**src/rtl/time_keeper_pkg.sv**
```systemverilog
// rtl/time_keeper_pkg.sv - BCD limits and load validation shared by the time-of-day counter
package time_keeper_pkg;

  localparam logic [7:0] SEC_MAX       = 8'h59;
  localparam logic [7:0] MIN_MAX       = 8'h59;
  localparam logic [7:0] HOUR_MAX      = 8'h23;
  localparam logic [3:0] BCD_DIGIT_MAX = 4'h9;

  // Both digits of every field must be decimal before the range compare means anything.
  function automatic logic load_valid(input logic [7:0] h, input logic [7:0] m,
                                      input logic [7:0] s);
    logic digits_ok;
    digits_ok = (h[7:4] <= BCD_DIGIT_MAX) && (h[3:0] <= BCD_DIGIT_MAX) &&
                (m[7:4] <= BCD_DIGIT_MAX) && (m[3:0] <= BCD_DIGIT_MAX) &&
                (s[7:4] <= BCD_DIGIT_MAX) && (s[3:0] <= BCD_DIGIT_MAX);
    return digits_ok && (h <= HOUR_MAX) && (m <= MIN_MAX) && (s <= SEC_MAX);
  endfunction

endpackage

```
**src/rtl/bcd2_counter.sv**
```systemverilog
// rtl/bcd2_counter.sv - two-digit BCD modulo counter with load and carry out
module bcd2_counter
  import time_keeper_pkg::*;
#(
  parameter logic [7:0] MAX_VAL = 8'h59
) (
  input  logic       clk,
  input  logic       clear_n,
  input  logic       inc,
  input  logic       ld,
  input  logic [7:0] ld_val,
  output logic [7:0] q,
  output logic       carry
);

  logic [7:0] q_q, q_d;

  always_comb begin
    q_d = q_q;
    if (ld) begin
      q_d = ld_val;
    end else if (inc) begin
      if (q_q == MAX_VAL) begin
        q_d = 8'h00;
      end else if (q_q[3:0] == BCD_DIGIT_MAX) begin
        q_d = {q_q[7:4] + 4'h1, 4'h0};
      end else begin
        q_d = {q_q[7:4], q_q[3:0] + 4'h1};
      end
    end
  end

  always_ff @(posedge clk) begin
    if (!clear_n) begin
      q_q <= 8'h00;
    end else begin
      q_q <= q_d;
    end
  end

  assign q     = q_q;
  assign carry = inc && (q_q == MAX_VAL);

endmodule

```
**src/rtl/time_keeper.sv**
```systemverilog
// rtl/time_keeper.sv - 24-hour BCD time-of-day counter with 1 Hz prescaler and validated load
module time_keeper
  import time_keeper_pkg::*;
#(
  parameter int CLK_DIV = 50000000,
  parameter int PRESC_W = 26
) (
  input  logic       clk,
  input  logic       clear_n,
  input  logic       run,
  input  logic       load,
  input  logic [7:0] load_hh,
  input  logic [7:0] load_mm,
  input  logic [7:0] load_ss,
  output logic [7:0] hh,
  output logic [7:0] mm,
  output logic [7:0] ss,
  output logic       sec_tick,
  output logic       day_tick,
  output logic       load_err
);

  localparam logic [PRESC_W-1:0] PRESC_LAST = PRESC_W'(CLK_DIV - 1);

  logic [PRESC_W-1:0] presc_q, presc_d;
  logic               sec_tick_q, sec_tick_d;
  logic               day_tick_q, day_tick_d;
  logic               load_err_q, load_err_d;

  logic load_ok;
  logic tick;
  logic inc_ss;
  logic carry_ss, carry_mm, carry_hh;

  // A valid load takes priority over a coincident tick, so the tick is dropped entirely.
  always_comb begin
    load_ok    = load && load_valid(load_hh, load_mm, load_ss);
    tick       = run && (presc_q == PRESC_LAST);
    inc_ss     = tick && !load_ok;
    presc_d    = presc_q;
    if (load_ok) begin
      presc_d = '0;
    end else if (run) begin
      presc_d = tick ? '0 : presc_q + PRESC_W'(1);
    end
    sec_tick_d = inc_ss;
    day_tick_d = carry_hh;
    load_err_d = load && !load_ok;
  end

  always_ff @(posedge clk) begin
    if (!clear_n) begin
      presc_q    <= '0;
      sec_tick_q <= 1'b0;
      day_tick_q <= 1'b0;
      load_err_q <= 1'b0;
    end else begin
      presc_q    <= presc_d;
      sec_tick_q <= sec_tick_d;
      day_tick_q <= day_tick_d;
      load_err_q <= load_err_d;
    end
  end

  bcd2_counter #(.MAX_VAL(SEC_MAX)) u_sec (
    .clk     (clk),
    .clear_n (clear_n),
    .inc     (inc_ss),
    .ld      (load_ok),
    .ld_val  (load_ss),
    .q       (ss),
    .carry   (carry_ss)
  );

  bcd2_counter #(.MAX_VAL(MIN_MAX)) u_min (
    .clk     (clk),
    .clear_n (clear_n),
    .inc     (carry_ss),
    .ld      (load_ok),
    .ld_val  (load_mm),
    .q       (mm),
    .carry   (carry_mm)
  );

  bcd2_counter #(.MAX_VAL(HOUR_MAX)) u_hour (
    .clk     (clk),
    .clear_n (clear_n),
    .inc     (carry_mm),
    .ld      (load_ok),
    .ld_val  (load_hh),
    .q       (hh),
    .carry   (carry_hh)
  );

  assign sec_tick = sec_tick_q;
  assign day_tick = day_tick_q;
  assign load_err = load_err_q;

endmodule

```
**config.mk**
```make
export PLATFORM = sky130hd
export DESIGN_NAME = time_keeper
export DESIGN_NICKNAME = d
export VERILOG_FILES = /design/src/rtl/time_keeper_pkg.sv /design/src/rtl/bcd2_counter.sv /design/src/rtl/time_keeper.sv
export SDC_FILE = /design/constraint.sdc
export NUM_CORES = 1
export LEC_CHECK = 0
export CAP_MARGIN = 20
export CORE_ASPECT_RATIO = 1.5
export CORE_MARGIN = 3
export CORE_UTILIZATION = 35
export CTS_CLUSTER_SIZE = 20
export DETAILED_ROUTE_END_ITERATION = 12
export SLEW_MARGIN = 20
export SYNTH_ARGS = -nofsm -noshare
export SYNTH_HDL_FRONTEND = slang
export SYNTH_SLANG_ARGS = --single-unit
```
**constraint.sdc**
```tcl
create_clock -name clk -period 2 [get_ports clk]
set_input_delay 0.2 -clock clk [delete_from_list [all_inputs] [get_ports clk]]
set_output_delay 0.2 -clock clk [all_outputs]
set_load 0.05 [all_outputs]
```
==> results of run 1 <==
[area by class of cell]
type                    instances  area share [%]
multi-input cells             271            43.2
flip-flops and latches         53            25.4
repair buffers                111            23.4
well taps                     105            3.08
clock buffers                   6            3.02
inverters                      13            1.14
clock inverters                 2           0.822
[state kept, by name, summed over array words and instances (netlist names)]
| register | cells |
|---|---|
| presc_q | 26 |
| u_hour.q | 8 |
| u_min.q | 8 |
| u_sec.q | 8 |
| day_tick | 1 |
| load_err | 1 |
| sec_tick | 1 |
[power by group]
group	leakage, µW	internal, µW	total (µW)	switching, µW
logic	0.00104	88.4	155	66.6
registers	0.000434	1060	1060	5.21
clock network	0.0000808	589	968	378
[worst reg2reg max path, delay by kind of cell, from the launching register on]
| family | cells | cell delay (ps) |
|---|---|---|
| buf+inv | 1 | 130 |
| flops | 1 | 330 |
| compound gates | 1 | 150 |
| simple gates | 4 | 1240 |
[timing repair]
| item | 4_1_cts | 5_1_grt |
|---|---|---|
| hold endpoints to repair | 0 | 0 |
| gates resized for setup | 0 | 16 |
| endpoints found under the setup margin | 0 | 36 |
[worst max-delay path by stage]
stage / startpoint / slack, ps / cells after the start / end
after floorplan: u_min.q[0]$_SDFFE_PN0P_ / 7 / 7 / u_hour.q[4]$_SDFFE_PN0P_
after global placement: load_hh[7] / -250 / 8 / u_sec.q[3]$_SDFFE_PN0P_
after detailed placement: load_hh[7] / -260 / 8 / u_sec.q[3]$_SDFFE_PN0P_
after CTS: presc_q[1]$_SDFFE_PP0P_ / 5 / 8 / u_hour.q[0]$_SDFFE_PN0P_
after global routing: presc_q[1]$_SDFFE_PP0P_ / -8 / 7 / u_sec.q[7]$_SDFFE_PN0P_
final: presc_q[7]$_SDFFE_PP0P_ / 100 / 6 / u_min.q[7]$_SDFFE_PN0P_
[per-layer routing]
metal | vias up | GRT usage, % | share of wire, %
met5 | - | 0 | 0.15
met2 | 64 | 33.1 | 54
met3 | 14 | 2.90 | 4.5
met4 | 2 | 7.82 | 2.5
li1 | 1490 | - | -
met1 | 1381 | 20.5 | 39
[cells by family after synthesis]
| kind of cell | count (synthesis) | synth area share [%] |
|---|---|---|
| XOR/XNOR | 27 | 8.01 |
| multiplexers | 7 | 2.46 |
| buffers and inverters | 29 | 3.77 |
| AND/OR/NAND/NOR | 172 | 32.7 |
| AO/OA/AOI/OAI | 54 | 12.5 |
| flip-flops | 53 | 35.9 |
| adder cells (fa/ha/maj) | 11 | 4.66 |
[cell usage after synthesis, drive strengths merged (2+ instances only)]
master   count
a211oi       4
a21oi        8
a22oi        2
a311oi       2
a31oi        5
and2         2
and3         5
and3b        4
and4         6
and4bb       2
buf          2
clkbuf      14
dfxtp       53
ha          11
inv         12
mux2         2
mux2i        5
nand2       22
nand3       16
nand3b       2
nand4       19
nand4b       2
nor2        52
nor2b        2
nor3        17
nor4         7
o21a         2
o21ai       14
o2bb2ai      3
o311ai       2
o31a         2
o31ai        3
or2          2
or3          3
or4          5
xnor2       17
xor2        10
[per-stage QoR]
stage	cells	TNS, ps
2_1_floorplan	353	0
3_3_place_gp	553	-10020
3_5_place_dp	553	-10600
4_1_cts	561	0
5_1_grt	561	-15.4
6_report	561	0
==> out/results.env, run 1 <==
SEQ_AREA_FRAC_SYNTH_PCT=35.9
POWER_DENSITY_nW_PER_UM2=513
CLOCK_BUFFERS_CREATED_BY_TRITONCTS=5
MAXCAPVIOLATIONS=0
REGTOREGSETUPSLACK_PS=100
MAX-SLEW-MARGIN-REL_PCT=64.4
DETAILEDPLACE.WORSTSLACK_PS=-263
ASR_FLOP_RATIO_SYNTH_PCT=0
GRT_START_MAX_NET_PINS=25
TIMING.CRITICAL_PATH.CELLS='nor4_4, and4_4, buf_4, nand4_4, or4_1, a21oi_1'
CTS-ROOT-BUF='clkbuf_16'
CTS_HOLD_BUFFERS=0
FP.DIEW_UM=81.0
GRT_PASS1_VIAS=2920
SYNTH-WARNING-COUNT=0
HOLD_START='presc_q[1]$_SDFFE_PP0P_'
PLACED_CELL_AREA_UM2=4030
POST-ROUTE-WORST-SETUP-SLACK_PS=105
LATER_PIN_CLOCK_LATENCY_IN_THE_SKEW_REPORT_PS=290
WL_CELL_UM=15.2
CLK_PIN_SLEW_WORST_PATHS_PS=70
CRITPATHMAXFANOUT=4
GRT.TOTAL_USAGE_PCT=18.3
TIMING.FINAL.CRIT_PERIOD_PS=1900
WL_MM=8.51
CTSHTREEMAXLEVEL=2
STATUS='finished clean'
FLOORPLAN.DIE.HEIGHT_UM=118
DETAILED_PLACE_HPWL_MM=6.73
CLOCK_SINK_COUNT=53
SYN-INSTANCE-COUNT=353
POSTROUTEANTENNANETS=0
NUM_IO_PINS=55
DEPTH_OF_THE_MOST_CRITICAL_REG_TO_REG_PATH=6
SYN_AVG_CELL_AREA_UM2=8.36
SYNTHDOMINANTAREACELLTYPE='dfxtp_1'
PERIOD_SHARE_PCT=94.8
GRT_FIRST_PASS_WIRELENGTH_MM=14.0
MULTI_INPUT_AREA_UM2=1840
DETAILEDROUTE.FIRSTITERATIONVIOLATIONS=140
ROWS=40
SYNTH_LARGEST_TYPE_AREA_FRACTION_PCT=35.9
POSTSYNTHREGISTERBITS=53
FMAX_MHz=528
GPL.FINAL_WEIGHTED_CONGESTION=0.854
FINAL_NET_COUNT=494
CRIT-REG2REG-LAUNCH='presc_q[7]$_SDFFE_PP0P_'
SYNTH_ENABLE_FLOP_CELLS=0
SYN_AREA_UM2=2950
SYNTH_FF_TYPE='dfxtp_1'
FRACTION_OF_LAYOUT_INSTANCES_USING_A_DRIVE_STRENGTH_ABOVE_1_PCT=21.3
SYNTHTOPCELLSBYAREA='dfxtp_1, nor2_1, xnor2_1'
VDD_DROP_MAX_mV=0.333
REGTOREGENDPOINT='u_min.q[7]$_SDFFE_PN0P_'
TIMING.SETUP.CRITICAL_PATH_CLASS='flop to flop'
END_OF_FLOW_CORE_UTILIZATION_PCT=52.6
HOLD_SLACK_PS=499
SEQUENTIAL_CELL_AREA_UM2=1080
FINAL_CELL_AREA_UM2=4260
VIAS_PER_CELL=5.26
FINAL.SETUP_SKEW_PS=8.80
TRITONCTS_CLOCK_TREE='done'
FILLCELLCOUNT=778
CTS_MAX_PATH_BUFFERS=2
ANTENNA_VIOLATIONS_BEFORE_REPAIR=1
DIE-AREA_UM2=9600
WORST_PATH_MAX_DELAY_CELL='or4_1'
POSTCTSSETUPBUFFERS=0
DRC=0
TIMING.CRITICAL_PATH.REQUIRED_PS=2230
VIAS=2951
CRITICAL_PATH.N_BUFFERS_INVERTERS=1
FINAL-HOLD-VIOLATION-COUNT=0
CP_SLOWEST_STAGE_DELAY_PS=480
PORT-BUFFER-COUNT=54
MIN_PATH_TYPE='flop to flop'
SETUP.WORST_PATH.END_CLASS='flop'
SLEW_VIOLATIONS=0
TIMING.CRITICAL_PATH.FROM_TYPE='flop'
SYNTHTOLAYOUTAREAGROWTH_PCT=44.4
COUNT_OF_UNIQUE_LIBRARY_CELLS_INSTANTIATED_BY_YOSYS=55
DRTPASS1ITERATIONS=5
POWER.LEAKAGE_uW=0.00155
INITIAL_STANDARD_CELL_UTILIZATION_OF_THE_CORE_PCT=36.4
SETUP_VIOLATIONS=0
SYNTHESIS.NETS=392
TRANSITION_TIME_OF_THE_TIGHTEST_SLEW_CHECK_PIN_PS=532
ANTENNA_CELLS_INSERTED=0
GRT-OVFL-TOTAL=0
WORST_HOLD_STAGES=2
P_TOTAL_uW=2190
CORE_AREA_UM2=8110
MIN_TO='presc_q[1]$_SDFFE_PP0P_'
CP_DATA_ARRIVAL_TIME_PS=2120
FINAL_CELL_MIX='clkdlybuf4s50_1, buf_4, nor2_1'
CPLARGESTDELAYFAMILY='simple AND/OR/NAND/NOR gates'
Note: power is estimated with default switching activity, not from simulation.
==> inputs of run 2 (changes only) <==
- CAP_MARGIN: 20 -> not set
- SETUP_SLACK_MARGIN: not set -> 0.5
==> run 2 against run 1 <==
  * Register-to-register slack better by 20 ps
  * Critical path depth down 1
  * Die area did not move
  * Fmax up 1.1%
  * Power up 3.5%
  * Cell count increased by 3.4%
  * Clock power grew 5%
  * Sequential power hardly changed
  * Sequential share of layout area fell by 2.8 points
  * Clock skew shrank 2.7 ps
  * Routed wire length rose by 12%
  * Largest cell class unchanged
  * Highest routed layer is now met4
==> out/results.env, run 2 (synthesis gave the netlist of run 1 again) <==
DRTPASS1ITERATIONS=4
DETAILEDROUTE.FIRSTITERATIONVIOLATIONS=174
FLOORPLAN.DIE.HEIGHT_UM=118
PORT-BUFFER-COUNT=54
SETUP_VIOLATIONS=0
COMBPWRFRAC_PCT=8.4
FINAL_CELL_MIX='buf_4, nor2_1, dlygate4sd2_1'
FRACTION_OF_LAYOUT_INSTANCES_USING_A_DRIVE_STRENGTH_ABOVE_1_PCT=45.1
POSTROUTEANTENNANETS=0
CTS-ROOT-BUF='clkbuf_16'
GRT_PASS1_VIAS=2985
TIMING.CRITICAL_PATH.REQUIRED_PS=2210
GRT.TOTAL_USAGE_PCT=19.4
SYNTHTOLAYOUTAREAGROWTH_PCT=70.7
TIMING.SETUP.CRITICAL_PATH_CLASS='flop to flop'
GRT_SETUP_UNREPAIRED='true'
FMAX_MHz=533
HOLD_SLACK_PS=244
GPL.FINAL_WEIGHTED_CONGESTION=0.804
INITIAL_STANDARD_CELL_UTILIZATION_OF_THE_CORE_PCT=36.4
DIE-AREA_UM2=9600
VIAS_PER_CELL=5.30
CTS_MAX_PATH_BUFFERS=2
FINAL_NET_COUNT=513
POWER.SHARE.SWITCHING_PCT=21.8
WL_CELL_UM=16.5
FINAL-HOLD-VIOLATION-COUNT=0
TIMING.FINAL.CRIT_PERIOD_PS=1870
WL_MM=9.56
GRT-OVFL-TOTAL=0
SETUP.WORST_PATH.END_CLASS='flop'
FILLCELLCOUNT=705
CORE_AREA_UM2=8110
CRITPATHLAUNCH='presc_q[8]$_SDFFE_PP0P_'
TRITONCTS_CLOCK_TREE='done'
HOLD_START='load_mm[1]'
PERIOD_SHARE_PCT=93.7
INTERNAL_POWER_uW=1770
DRC=0
CLOCK_BUFFERS_CREATED_BY_TRITONCTS=5
CRIT-REG2REG-LAUNCH='presc_q[8]$_SDFFE_PP0P_'
VDD_DROP_MAX_mV=0.326
ROWS=40
COMMONEST_NON_FILL_NON_TAP_CELL_IN_THE_LAYOUT='buf_4'
RELATIVE_CONTRIBUTION_OF_SEQUENTIAL_CELLS_TO_TOTAL_POWER_PCT=46.4
STATUS='finished clean'
CTSHTREEMAXLEVEL=2
SLEW_VIOLATIONS=0
SEQUENTIAL_CELL_AREA_UM2=1140
CP_DATA_ARRIVAL_TIME_PS=2080
GRT_START_MAX_NET_PINS=25
CRITPATHMAXFANOUT=4
MAXCAPVIOLATIONS=0
DETAILEDPLACE.WORSTSLACK_PS=-85.8
FP.DIEW_UM=81.0
NUM_IO_PINS=55
CLK_PIN_SLEW_WORST_PATHS_PS=70
CTS_HOLD_BUFFERS=0
MAX-SLEW-MARGIN-REL_PCT=65.6
MULTI_INPUT_AREA_UM2=2330
VIAS=3073
LATER_PIN_CLOCK_LATENCY_IN_THE_SKEW_REPORT_PS=300
ANTENNA_VIOLATIONS_BEFORE_REPAIR=0
TRANSITION_TIME_OF_THE_TIGHTEST_SLEW_CHECK_PIN_PS=519
CLOCK_SINK_COUNT=53
POWER.SWITCHING_uW=493
LARGEST_REGISTER_FFS=26
MIN_PATH_TYPE='primary input to flop'
TIMING.CRITICAL_PATH.FROM_TYPE='flop'
FINAL.SETUP_SKEW_PS=6.08
CLOCK_POWER_SHARE_PCT=45.2
MAX_FLOP_REGISTER='presc_q'
ANTENNA_CELLS_INSERTED=0
POST-ROUTE-WORST-SETUP-SLACK_PS=125
REGTOREGSETUPSLACK_PS=130
POWER_DENSITY_nW_PER_UM2=449
POWER.LEAKAGE_uW=0.00204
DETAILED_PLACE_HPWL_MM=6.60
GRT_FIRST_PASS_WIRELENGTH_MM=14.7
-- run 2: changes by cell type in the layout (fill, tap and decap cells not counted), sizes merged, moves of 3 or more --
cell,before,now
clkdlybuf4s50,54,19
dlygate4sd2,0,28
buf,57,74
dlymetal6s2s,0,6
clkbuf,6,9
-- run 2: final timing paths --
check | to | cells after the start
min | u_min.q[1]$_SDFFE_PN0P_ | 3
min reg2reg | u_sec.q[7]$_SDFFE_PN0P_ | 2
max reg2reg | u_sec.q[2]$_SDFFE_PN0P_ | 5
max | u_sec.q[2]$_SDFFE_PN0P_ | 5
-- run 2: what timing repair did --
item | 4_1_cts | 5_1_grt
pin swaps | 26 | 49
resized for setup | 61 | 86
buffers inserted | 19 | 15
cloned | 0 | 3
endpoints found under the setup margin | 79 | 53
-- run 2: worst max-delay path: stages, from the launching register on --
cell	delay (ps)
dfxtp_4	350
nor4_4	400
and4_4	340
nand2_4	70
or4_1	400
a311oi_1	210
-- run 2: layer usage --
layer  up-vias  routed length (µm)  global-route usage, %  share of wire, %
met2        68                5250                   35.2                55
li1       1526                   -                      -                 -
met3        23                 347                   4.04               3.6
met4         0                 248                   6.55               2.6
met1      1456                3710                   21.7                39
met5         -                   0                      0                 0
-- run 2: power by group through the flow --
| stage | Sequential [µW] | Combinational (µW) | Clock [µW] |
|---|---|---|---|
| 2_1_floorplan | 1090 | 42.6 | 0 |
| 3_3_place_gp | 1080 | 146 | 0 |
| 3_5_place_dp | 1080 | 148 | 0 |
| 4_1_cts | 1050 | 155 | 1050 |
| 5_1_grt | 1050 | 200 | 1090 |
| 6_report | 1050 | 190 | 1020 |
-- run 2: cell type report --
| cell class | instances | share of cell area (%) |
|---|---|---|
| multi-input combinational | 271 | 46.2 |
| tap | 105 | 2.61 |
| clock inverter | 1 | 0.596 |
| sequential | 53 | 22.6 |
| clock buffer | 7 | 2.83 |
| timing repair buffer | 130 | 24.2 |
| inverter | 13 | 0.968 |
-- run 2: through the flow --
step                TNS [ps]  util, %  instances  total power, µW  cell area [µm²]
floorplan                  0        -        353             1130             3310
CTS                        0     55.9        562             2260             4530
global route               0     62.2        580             2340             5040
global placement       -3060     51.0        535             1230             4140
finish                     0     62.2        580             2260             5040
detailed placement     -1650     51.0        535             1230             4140
==> inputs of run 3 (changes only) <==
- CORE_MARGIN: 3 -> 1
- SLEW_MARGIN: 20 -> not set
==> run 3 against run 2 <==
  * Non-clock buffer count rose by 16
  * Clock skew barely moved
  * Via count increased by 2.3%
  * Core utilization increased by 1.1 points
  * Routed wire length is essentially flat
  * Largest power group unchanged
==> out/results.env, run 3 (synthesis gave the netlist of run 1 again) <==
FRACTION_OF_LAYOUT_INSTANCES_USING_A_DRIVE_STRENGTH_ABOVE_1_PCT=47.3
LARGEST_REGISTER_FFS=26
POST-ROUTE-WORST-SETUP-SLACK_PS=133
SYNTHTOLAYOUTAREAGROWTH_PCT=73.7
STATUS='finished clean'
SETUP_TNS_PS=0
NUM_IO_PINS=55
GRT_FIRST_PASS_WIRELENGTH_MM=14.9
FINAL.SETUP_SKEW_PS=6.35
PERIOD_SHARE_PCT=93.4
PLACED_CELLS=534
CRIT-REG2REG-LAUNCH='presc_q[16]$_SDFFE_PP0P_'
SLEW_VIOLATIONS=0
DETAILEDROUTE.FIRSTITERATIONVIOLATIONS=135
MAXCAPVIOLATIONS=0
MAX-SLEW-MARGIN-REL_PCT=65.5
REGTOREGENDPOINT='u_sec.q[7]$_SDFFE_PN0P_'
REGTOREGSETUPSLACK_PS=130
COMMONEST_NON_FILL_NON_TAP_CELL_IN_THE_LAYOUT='buf_4'
CRITPATHLAUNCH='presc_q[16]$_SDFFE_PP0P_'
SETUP.WORST_PATH.END_CLASS='flop'
PORT-BUFFER-COUNT=54
POWER.LEAKAGE_uW=0.00205
GRT_SETUP_UNREPAIRED='true'
GPL.FINAL_WEIGHTED_CONGESTION=0.808
MAX_FLOP_REGISTER='presc_q'
PLACED_CELL_AREA_UM2=4140
MIN_PATH_TYPE='primary input to flop'
CTS_HOLD_BUFFERS=0
GRT-OVFL-TOTAL=0
CRITICAL_PATH.N_BUFFERS_INVERTERS=1
WL_MM=9.56
TIMING.CRITICAL_PATH.CELLS='and4bb_2, buf_6, nand4_4, nor3_4, or4b_1, a21oi_1'
FP.DIEW_UM=77.0
GRT_START_MAX_NET_PINS=15
FINAL_CELL_AREA_UM2=5130
INITIAL_STANDARD_CELL_UTILIZATION_OF_THE_CORE_PCT=36.4
CTSHTREEMAXLEVEL=2
CP_DATA_ARRIVAL_TIME_PS=2100
TRITONCTS_CLOCK_TREE='done'
GRT.TOTAL_USAGE_PCT=21.7
CP_SLOWEST_STAGE_DELAY_PS=450
ANTENNA_CELLS_INSERTED=0
CTS_MAX_PATH_BUFFERS=2
CP_NUM_CELLS=6
END_OF_FLOW_CORE_UTILIZATION_PCT=63.3
DEPTH_OF_THE_MOST_CRITICAL_REG_TO_REG_PATH=6
ANTENNA_VIOLATIONS_BEFORE_REPAIR=0
CRITPATHMAXFANOUT=6
WORST_HOLD_STAGES=3
FINAL-HOLD-VIOLATION-COUNT=0
CPLARGESTDELAYFAMILY='simple AND/OR/NAND/NOR gates'
DIE-AREA_UM2=8820
DRC=0
TIMING.SETUP.CRITICAL_PATH_CLASS='flop to flop'
CLOCK_SINK_COUNT=53
TIMING.FINAL.CRIT_PERIOD_PS=1870
VDD_DROP_MAX_mV=0.348
DETAILED_PLACE_HPWL_MM=6.40
TIMING.CRITICAL_PATH.REQUIRED_PS=2230
WORSTSETUPENDPOINT='u_sec.q[7]$_SDFFE_PN0P_'
TIMING.CRITICAL_PATH.FROM_TYPE='flop'
FLOORPLAN.DIE.HEIGHT_UM=114
DRTPASS1ITERATIONS=4
CTS-ROOT-BUF='clkbuf_16'
FMAX_MHz=536
FINAL-INSTANCE-COUNT-EXCL-FILL=596
CLK_PIN_SLEW_WORST_PATHS_PS=70
WORST_PATH_MAX_DELAY_CELL='or4b_1'
WL_CELL_UM=16.0
POWER_DENSITY_nW_PER_UM2=413
VIAS=3145
FINAL_CELL_MIX='buf_4, nor2_1, dlygate4sd2_1'
SETUP_VIOLATIONS=0
VIAS_PER_CELL=5.28
LATER_PIN_CLOCK_LATENCY_IN_THE_SKEW_REPORT_PS=300
GRT_PASS1_VIAS=3147
CORE_AREA_UM2=8110
POSTROUTEANTENNANETS=0
FINAL_NET_COUNT=529
DETAILEDPLACE.WORSTSLACK_PS=-81.9
TRANSITION_TIME_OF_THE_TIGHTEST_SLEW_CHECK_PIN_PS=520
CLOCK_BUFFERS_CREATED_BY_TRITONCTS=5
ROWS=40
## run 3: cell types whose count changed in the layout (fill, tap and decap cells not counted), moves of 4 or more
cell and delta:
nor2_2 +6, clkdlybuf4s50_1 +7, buf_4 +12, dlymetal6s2s_1 -6, buf_6 +4
## run 3: repair_timing
action                                  4_1_cts  5_1_grt
pin swaps                                    47       32
cloned                                        3        0
gates resized for setup                      79       65
setup buffers                                32       19
endpoints found under the setup margin       79       53
## run 3: worst min path at each step
| stage | startpoint | end | slack (ps) |
|---|---|---|---|
| after floorplan | load_mm[3] | u_min.q[3]$_SDFFE_PN0P_ | 320 |
| after global placement | u_sec.q[7]$_SDFFE_PN0P_ | u_sec.q[7]$_SDFFE_PN0P_ | 480 |
| after detailed placement | u_sec.q[7]$_SDFFE_PN0P_ | u_sec.q[7]$_SDFFE_PN0P_ | 480 |
| after CTS | run | presc_q[1]$_SDFFE_PP0P_ | 440 |
| after global routing | load_hh[0] | u_hour.q[0]$_SDFFE_PN0P_ | 500 |
| final | run | presc_q[1]$_SDFFE_PP0P_ | 480 |
## run 3: metrics by stage
step                hold WS [ps]  power (µW)
floorplan                    317        1130
global route                 503        2200
global placement             477        1230
detailed placement           479        1230
finish                       477        2120
CTS                          440        2130
## run 3: routing by layer
| metal | vias up | global-route usage (%) | routed length, µm |
|---|---|---|---|
| li1 | 1558 | - | - |
| met3 | 19 | 4.06 | 319 |
| met4 | 0 | 10.6 | 249 |
| met1 | 1502 | 22.1 | 3640 |
| met2 | 66 | 41.8 | 5350 |
| met5 | - | 0 | 0 |
## run 3: power by group
group	internal (µW)	total (µW)	leakage (µW)	switching, µW
clock	467	862	0.0000652	395
combinational	116	207	0.00154	91.5
sequential	1040	1050	0.000450	5.82
total	1630	2120	0.00205	492
## run 3: final cells by class
cell class	count	area (µm²)
Tap cell	105	131
Fill cell	695	2980
Multi-Input combinational cell	271	2310
Clock buffer	8	136
Sequential cell	53	1140
Inverter	13	51.3
Timing Repair Buffer	146	1360
## run 3: worst min-delay path, cell delays in order
cell and delay (ps):
dlygate4sd2_1 320, nand2b_1 160, a21oi_2 50
==> patch 1, RTL diff (flow settings as in run 1) <==
Add an input register stage for `clear_n`, `run`, `load`, `load_hh`, `load_mm` and `load_ss`, without a reset; this delays them by one clock.
--- a/src/rtl/time_keeper.sv
+++ b/src/rtl/time_keeper.sv
@@ -23,4 +23,20 @@
   localparam logic [PRESC_W-1:0] PRESC_LAST = PRESC_W'(CLK_DIV - 1);
 
+  logic clear_n_q;
+  logic run_q;
+  logic load_q;
+  logic [7:0] load_hh_q;
+  logic [7:0] load_mm_q;
+  logic [7:0] load_ss_q;
+
+  always_ff @(posedge clk) begin
+    clear_n_q <= clear_n;
+    run_q     <= run;
+    load_q    <= load;
+    load_hh_q <= load_hh;
+    load_mm_q <= load_mm;
+    load_ss_q <= load_ss;
+  end
+
   logic [PRESC_W-1:0] presc_q, presc_d;
   logic               sec_tick_q, sec_tick_d;
@@ -35,20 +51,20 @@
   // A valid load takes priority over a coincident tick, so the tick is dropped entirely.
   always_comb begin
-    load_ok    = load && load_valid(load_hh, load_mm, load_ss);
-    tick       = run && (presc_q == PRESC_LAST);
+    load_ok    = load_q && load_valid(load_hh_q, load_mm_q, load_ss_q);
+    tick       = run_q && (presc_q == PRESC_LAST);
     inc_ss     = tick && !load_ok;
     presc_d    = presc_q;
     if (load_ok) begin
       presc_d = '0;
-    end else if (run) begin
+    end else if (run_q) begin
       presc_d = tick ? '0 : presc_q + PRESC_W'(1);
     end
     sec_tick_d = inc_ss;
     day_tick_d = carry_hh;
-    load_err_d = load && !load_ok;
+    load_err_d = load_q && !load_ok;
   end
 
   always_ff @(posedge clk) begin
-    if (!clear_n) begin
+    if (!clear_n_q) begin
       presc_q    <= '0;
       sec_tick_q <= 1'b0;
@@ -65,8 +81,8 @@
   bcd2_counter #(.MAX_VAL(SEC_MAX)) u_sec (
     .clk     (clk),
-    .clear_n (clear_n),
+    .clear_n (clear_n_q),
     .inc     (inc_ss),
     .ld      (load_ok),
-    .ld_val  (load_ss),
+    .ld_val  (load_ss_q),
     .q       (ss),
     .carry   (carry_ss)
@@ -75,8 +91,8 @@
   bcd2_counter #(.MAX_VAL(MIN_MAX)) u_min (
     .clk     (clk),
-    .clear_n (clear_n),
+    .clear_n (clear_n_q),
     .inc     (carry_ss),
     .ld      (load_ok),
-    .ld_val  (load_mm),
+    .ld_val  (load_mm_q),
     .q       (mm),
     .carry   (carry_mm)
@@ -85,8 +101,8 @@
   bcd2_counter #(.MAX_VAL(HOUR_MAX)) u_hour (
     .clk     (clk),
-    .clear_n (clear_n),
+    .clear_n (clear_n_q),
     .inc     (carry_mm),
     .ld      (load_ok),
-    .ld_val  (load_hh),
+    .ld_val  (load_hh_q),
     .q       (hh),
     .carry   (carry_hh)
Formal check against the unedited RTL: not equivalent (Yosys sat finds a counterexample within 4 cycles, from zero or initial values).
==> patch 1 against run 1 <==
  * Power is 56% higher
  * Hold slack worse by 0.20 ns
  * Wire length is 8.1% higher
  * Cell area is 22% higher
  * Sequential cell count is 27 higher
  * Count of clock-buffer cells in the layout is 4 higher
  * Critical endpoint is now u_hour.q[0]
  * The run now ends with setup timing left
  * Area after synthesis is 18% higher
  * Highest routed layer is now met4
  * First-iteration DRC count is 46% lower
  * Sequential share of layout area is 6.1 points higher
  * Combinational power is 4% higher
  * Non-clock buffer count is 13 higher
  * Global-route usage is 1.6 points lower
  * Setup slack worse by 0.25 ns
==> patch 1: results (changes against run 1) <==
Status: complete, but fails checks
Failing checks: setup timing
Placed inst area: 4673 um^2 (+16%)
Diodes inserted: 0 (unchanged)
Post-synthesis mux area share: 2.649% (+0.19 points)
Post-route setup slack: -0.1418 ns (-0.2468 ns)
Layout fillers: 921 (+18%)
Final setup violation count: 12 (+12)
CP max stage cell: or4_4
Port bufs: 54 (unchanged)
H-tree depth: 3 (+1)
Worst Path Max Fanout: 8 (+4)
Max clock buf depth: 2 (unchanged)
Max reg flops: 26 (unchanged)
Xor and xnor area share after synthesis: 6.015% (-2.0 points)
Gr usage total: 16.72% (-1.6 points)
Distinct cells, synth: 50 (-9.1%)
Final Net Count: 542 (+9.7%)
Detailed Route Iter0 Violations: 75 (-46%)
Most flop-heavy register: presc_q
Final wirelength: 9197 um (+8.1%)
Vias per cell: 5.233 (-0.52%)
CTS Buf Count: 9 (+4)
Vias in the first global route: 3277 (+12%)
Yosys Warn Count: 0 (unchanged)
Routability congestion estimate: 0.8390 (-1.7%)
Leak Pwr: 1.941 nW (+25%)
Compound-Gate Fraction of Synth Area: 10.60% (-1.9 points)
Root Driver: clkbuf_16
Seq/Total Area, Yosys: 45.83% (+9.9 points)
List of most frequent post-synthesis cells: dfxtp_1, nor2_1, o21ai_0
Initial antenna violation count: 0 (-1)
Worst Clk Skew: 0.006668 ns (-0.002129 ns)
Layout cell share with drive strength beyond 1: 29.33% (+8.1 points)
Hold crit path type: input port to flop
Drt first pass iters: 6 (+1)
Worst Path Required: 2.28 ns (+0.05 ns)
Overflow after GRT: 0 (unchanged)
Clk_lat worst skew: 0.33 ns (+0.04 ns)
Clock-pin slew on the worst setup and hold paths: 0.06 ns
Worst Tran Pin Value: 0.5157 ns (-0.01601 ns)
Worst VDD drop: 699.9 uV (+110%)
First-pass GRT wire length: 14760 um (+5.6%)
CP peak stage delay: 0.61 ns (+0.13 ns)
Post-Syn Nets: 422 (+7.7%)
Post-Synth Adder-Cell Area: 3.938% (-0.72 points)
Synth top area cells: dfxtp_1, o21ai_0, xnor2_1, nor2_1, ha_1
Worst slack, placed: -0.2083 ns (+0.05466 ns)
Ys async rst share: 0% (unchanged)
Synth Flop Type: dfxtp_1
Dpl hpwl: 6751 um (+0.36%)
CP delay by family, top: simple AND/OR/NAND/NOR gates
-- patch 1: cell families after synthesis --
kind of cell    count (synthesis)
mux                             9
compound gates                 66
fa+ha+maj                      11
buf+inv                        27
simple gates                  166
xor+xnor                       24
flops                          80
-- patch 1: metrics by stage --
step	setup TNS [ns]	util [%]	hold WS [ns]	instances
2_1_floorplan	-0.8598	-	0.2277	383
3_3_place_gp	-5.525	48.23	0.4701	600
3_5_place_dp	-5.082	48.23	0.4693	600
4_1_cts	-0.5432	51.86	0.2863	617
5_1_grt	-2.676	53.82	0.2887	623
6_report	-0.8762	53.82	0.3024	623
-- patch 1: what timing repair did --
item	4_1_cts	5_1_grt
endpoints found under the setup margin	43	45
buffers inserted	1	3
pin swaps	8	14
cloned	0	3
resized for setup	13	28
hold buffers	0	0
-- patch 1: power breakdown --
group	switching, mW	internal [mW]
sequential	0.0219	1.62
clock	0.675	0.929
combinational	0.0692	0.0915
-- patch 1: layout make-up --
type | count | area (um^2) | share of cell area, %
Clock inverter | 6 | 50.05 | 0.9597
Timing Repair Buffer | 124 | 1104 | 21.16
Sequential cell | 80 | 1639 | 31.43
Multi-Input combinational cell | 277 | 1984 | 38.05
Tap cell | 115 | 143.9 | 2.759
Clock buffer | 10 | 250.2 | 4.798
Inverter | 11 | 43.79 | 0.8397
-- patch 1: worst paths after layout --
path,depth (start not counted),start,slack (ns),endpoint
worst max-delay path,8,u_min.q[1],-0.14,u_hour.q[0]
worst min-delay path,1,load_hh[2],0.30,load_hh_q[2]
worst max register to register,8,u_min.q[1],-0.14,u_hour.q[0]
worst min register to register,1,load_q,0.49,load_err
-- patch 1: layer usage --
layer	global-route usage [%]	vias to the layer above	part of all wire (%)
met2	31.26	64	55
met1	16.98	1551	39
met5	0	-	0
met4	8.220	0	2.5
met3	3.716	19	2.8
li1	-	1626	-
==> patch 2, RTL diff (settings of run 1) <==
Without the edit above. Change the parameter `PRESC_W` from 26 to 13.
--- a/src/rtl/time_keeper.sv
+++ b/src/rtl/time_keeper.sv
@@ -4,5 +4,5 @@
 #(
   parameter int CLK_DIV = 50000000,
-  parameter int PRESC_W = 26
+  parameter int PRESC_W = 13
 ) (
   input  logic       clk,
Function: no difference found for any inputs over 10 cycles, from zero or initial values; that may be too few to reach the edited logic, so the function may still have changed.
==> patch 2 against run 1 <==
  * The flow now finishes with violations (setup timing)
  * Cell area shrank 23%
  * Critical path type unchanged
  * Hold slack lost 0.036 ns
  * Critical endpoint is now u_min.q[4]
  * Clock power shrank 33%
  * Sequential cell count shrank 13
  * Wire length shrank 31%
  * Setup slack lost 0.20 ns
  * Power shrank 27%
  * Via count shrank 23%
  * Area after synthesis shrank 26%
==> patch 2: results (changes against run 1) <==
M1 GR Usage: 19.38% (-1.1 points)
Multi-In Gates: 208 (-23%)
Synth top area cells: dfxtp_1, o21ai_0, ha_1, a31oi_1, nand2_1
Routed wl met2: 3132 um (-31%)
Post-synthesis mux area share: 1.836% (-0.62 points)
Layout fillers: 556 (-29%)
Clock network fraction of total power: 40.7% (-3.6 points)
Final setup violation count: 5 (+5)
Final wirelength: 5914 um (-31%)
Distinct cells, synth: 42 (-24%)
Buffers outside the clock class: 100 (-9.9%)
Status: complete, but fails checks
Clock sinks: 40 (-25%)
List of most frequent post-synthesis cells: dfxtp_1, o21ai_0, nand2_1, nor2_1, a31oi_1
Leak Pwr: 1.223 nW (-21%)
Via Count: 2271 (-23%)
Met3 GRT Util: 3.707% (+0.81 points)
Final cell count without fillers: 437 (-22%)
Worst Tran Pin Value: 0.5209 ns (-0.01080 ns)
Dpl hpwl: 4778 um (-29%)
R2R depth: 5 (-1)
Placed inst area: 3139 um^2 (-22%)
Inst Count DP: 429 (-22%)
Comb group: 0.136 mW (-12%)
Sw Share: 21.27% (+0.69 points)
Post-Syn Area per Cell: 8.107 um^2 (-3.1%)
Post-route setup slack: -0.09946 ns (-0.2044 ns)
Fraction of area in registers: 24.59% (-0.76 points)
Max reg flops: 13 (-50%)
Post-Synth Adder-Cell Area: 6.311% (+1.6 points)
Worst Clk Skew: 0.006527 ns (-0.002270 ns)
Vias in the first global route: 2201 (-25%)
Worst VDD drop: 337.9 uV (+1.6%)
CP startpoint: presc_q[9]
CP endpoint: u_min.q[4]
Failing checks: setup timing
Gr usage total: 17.06% (-1.2 points)
Die ar.: 7233 um^2 (-25%)
First-pass GRT wire length: 9977 um (-29%)
Largest net degree at the start of global routing: 22 (-12%)
Multi-input gate area: 1358 um^2 (-26%)
Xor and xnor area share after synthesis: 4.819% (-3.2 points)
Number of non-clock inverters in the layout: 9 (-4)
Compound-Gate Fraction of Synth Area: 17.84% (+5.4 points)
Final Net Count: 403 (-18%)
Non-clock buffer share of cell area: 27.07% (+3.7 points)
Clock-cell share: 3.274% (-0.57 points)
Routability congestion estimate: 0.8115 (-5.0%)
CP max stage cell: or4_4
Seq/Total Area, Yosys: 36.72% (+0.79 points)
Detailed Route Iter0 Violations: 76 (-46%)
Met2 Usage GRT: 32.03% (-1.0 points)
Met1 WL: 2503 um (-25%)
WL met3: 205 um (-46%)
Flop pwr share: 50.7% (+2.0 points)
Post-Syn Nets: 308 (-21%)
Worst Path Max Fanout: 8 (+4)
==> patch 2: stage by stage <==
step,setup slack [ns],utilization [%],TNS (ns)
floorplan,-0.2743,-,-2.445
global placement,-0.2702,53.09,-3.628
detailed placement,-0.2977,53.09,-4.225
CTS,-0.1085,54.95,-0.8871
global route,-0.1882,55.59,-1.360
finish,-0.09946,55.59,-0.3467
==> patch 2: how the worst min path moves through the flow <==
stage,startpoint,end,slack (ns)
floorplan,run,presc_q[1],0.34
global placement,presc_q[5],presc_q[5],0.46
detailed placement,presc_q[5],presc_q[5],0.46
CTS,presc_q[5],presc_q[5],0.47
global route,presc_q[5],presc_q[5],0.49
finish,presc_q[5],presc_q[5],0.46
==> patch 2: what timing repair did <==
action,in CTS,in global routing
pin swaps,8,6
setup endpoints to repair,19,19
resized for setup,1,7
==> patch 2: cell families (layout without fill, tap and decap cells) <==
logic type      Yosys count  count (layout)
compound gates           67              67
flops                    40              40
xor+xnor                 12              12
fa+ha+maj                11              11
buf+inv                  21             117
simple gates            114             114
mux                       4               4
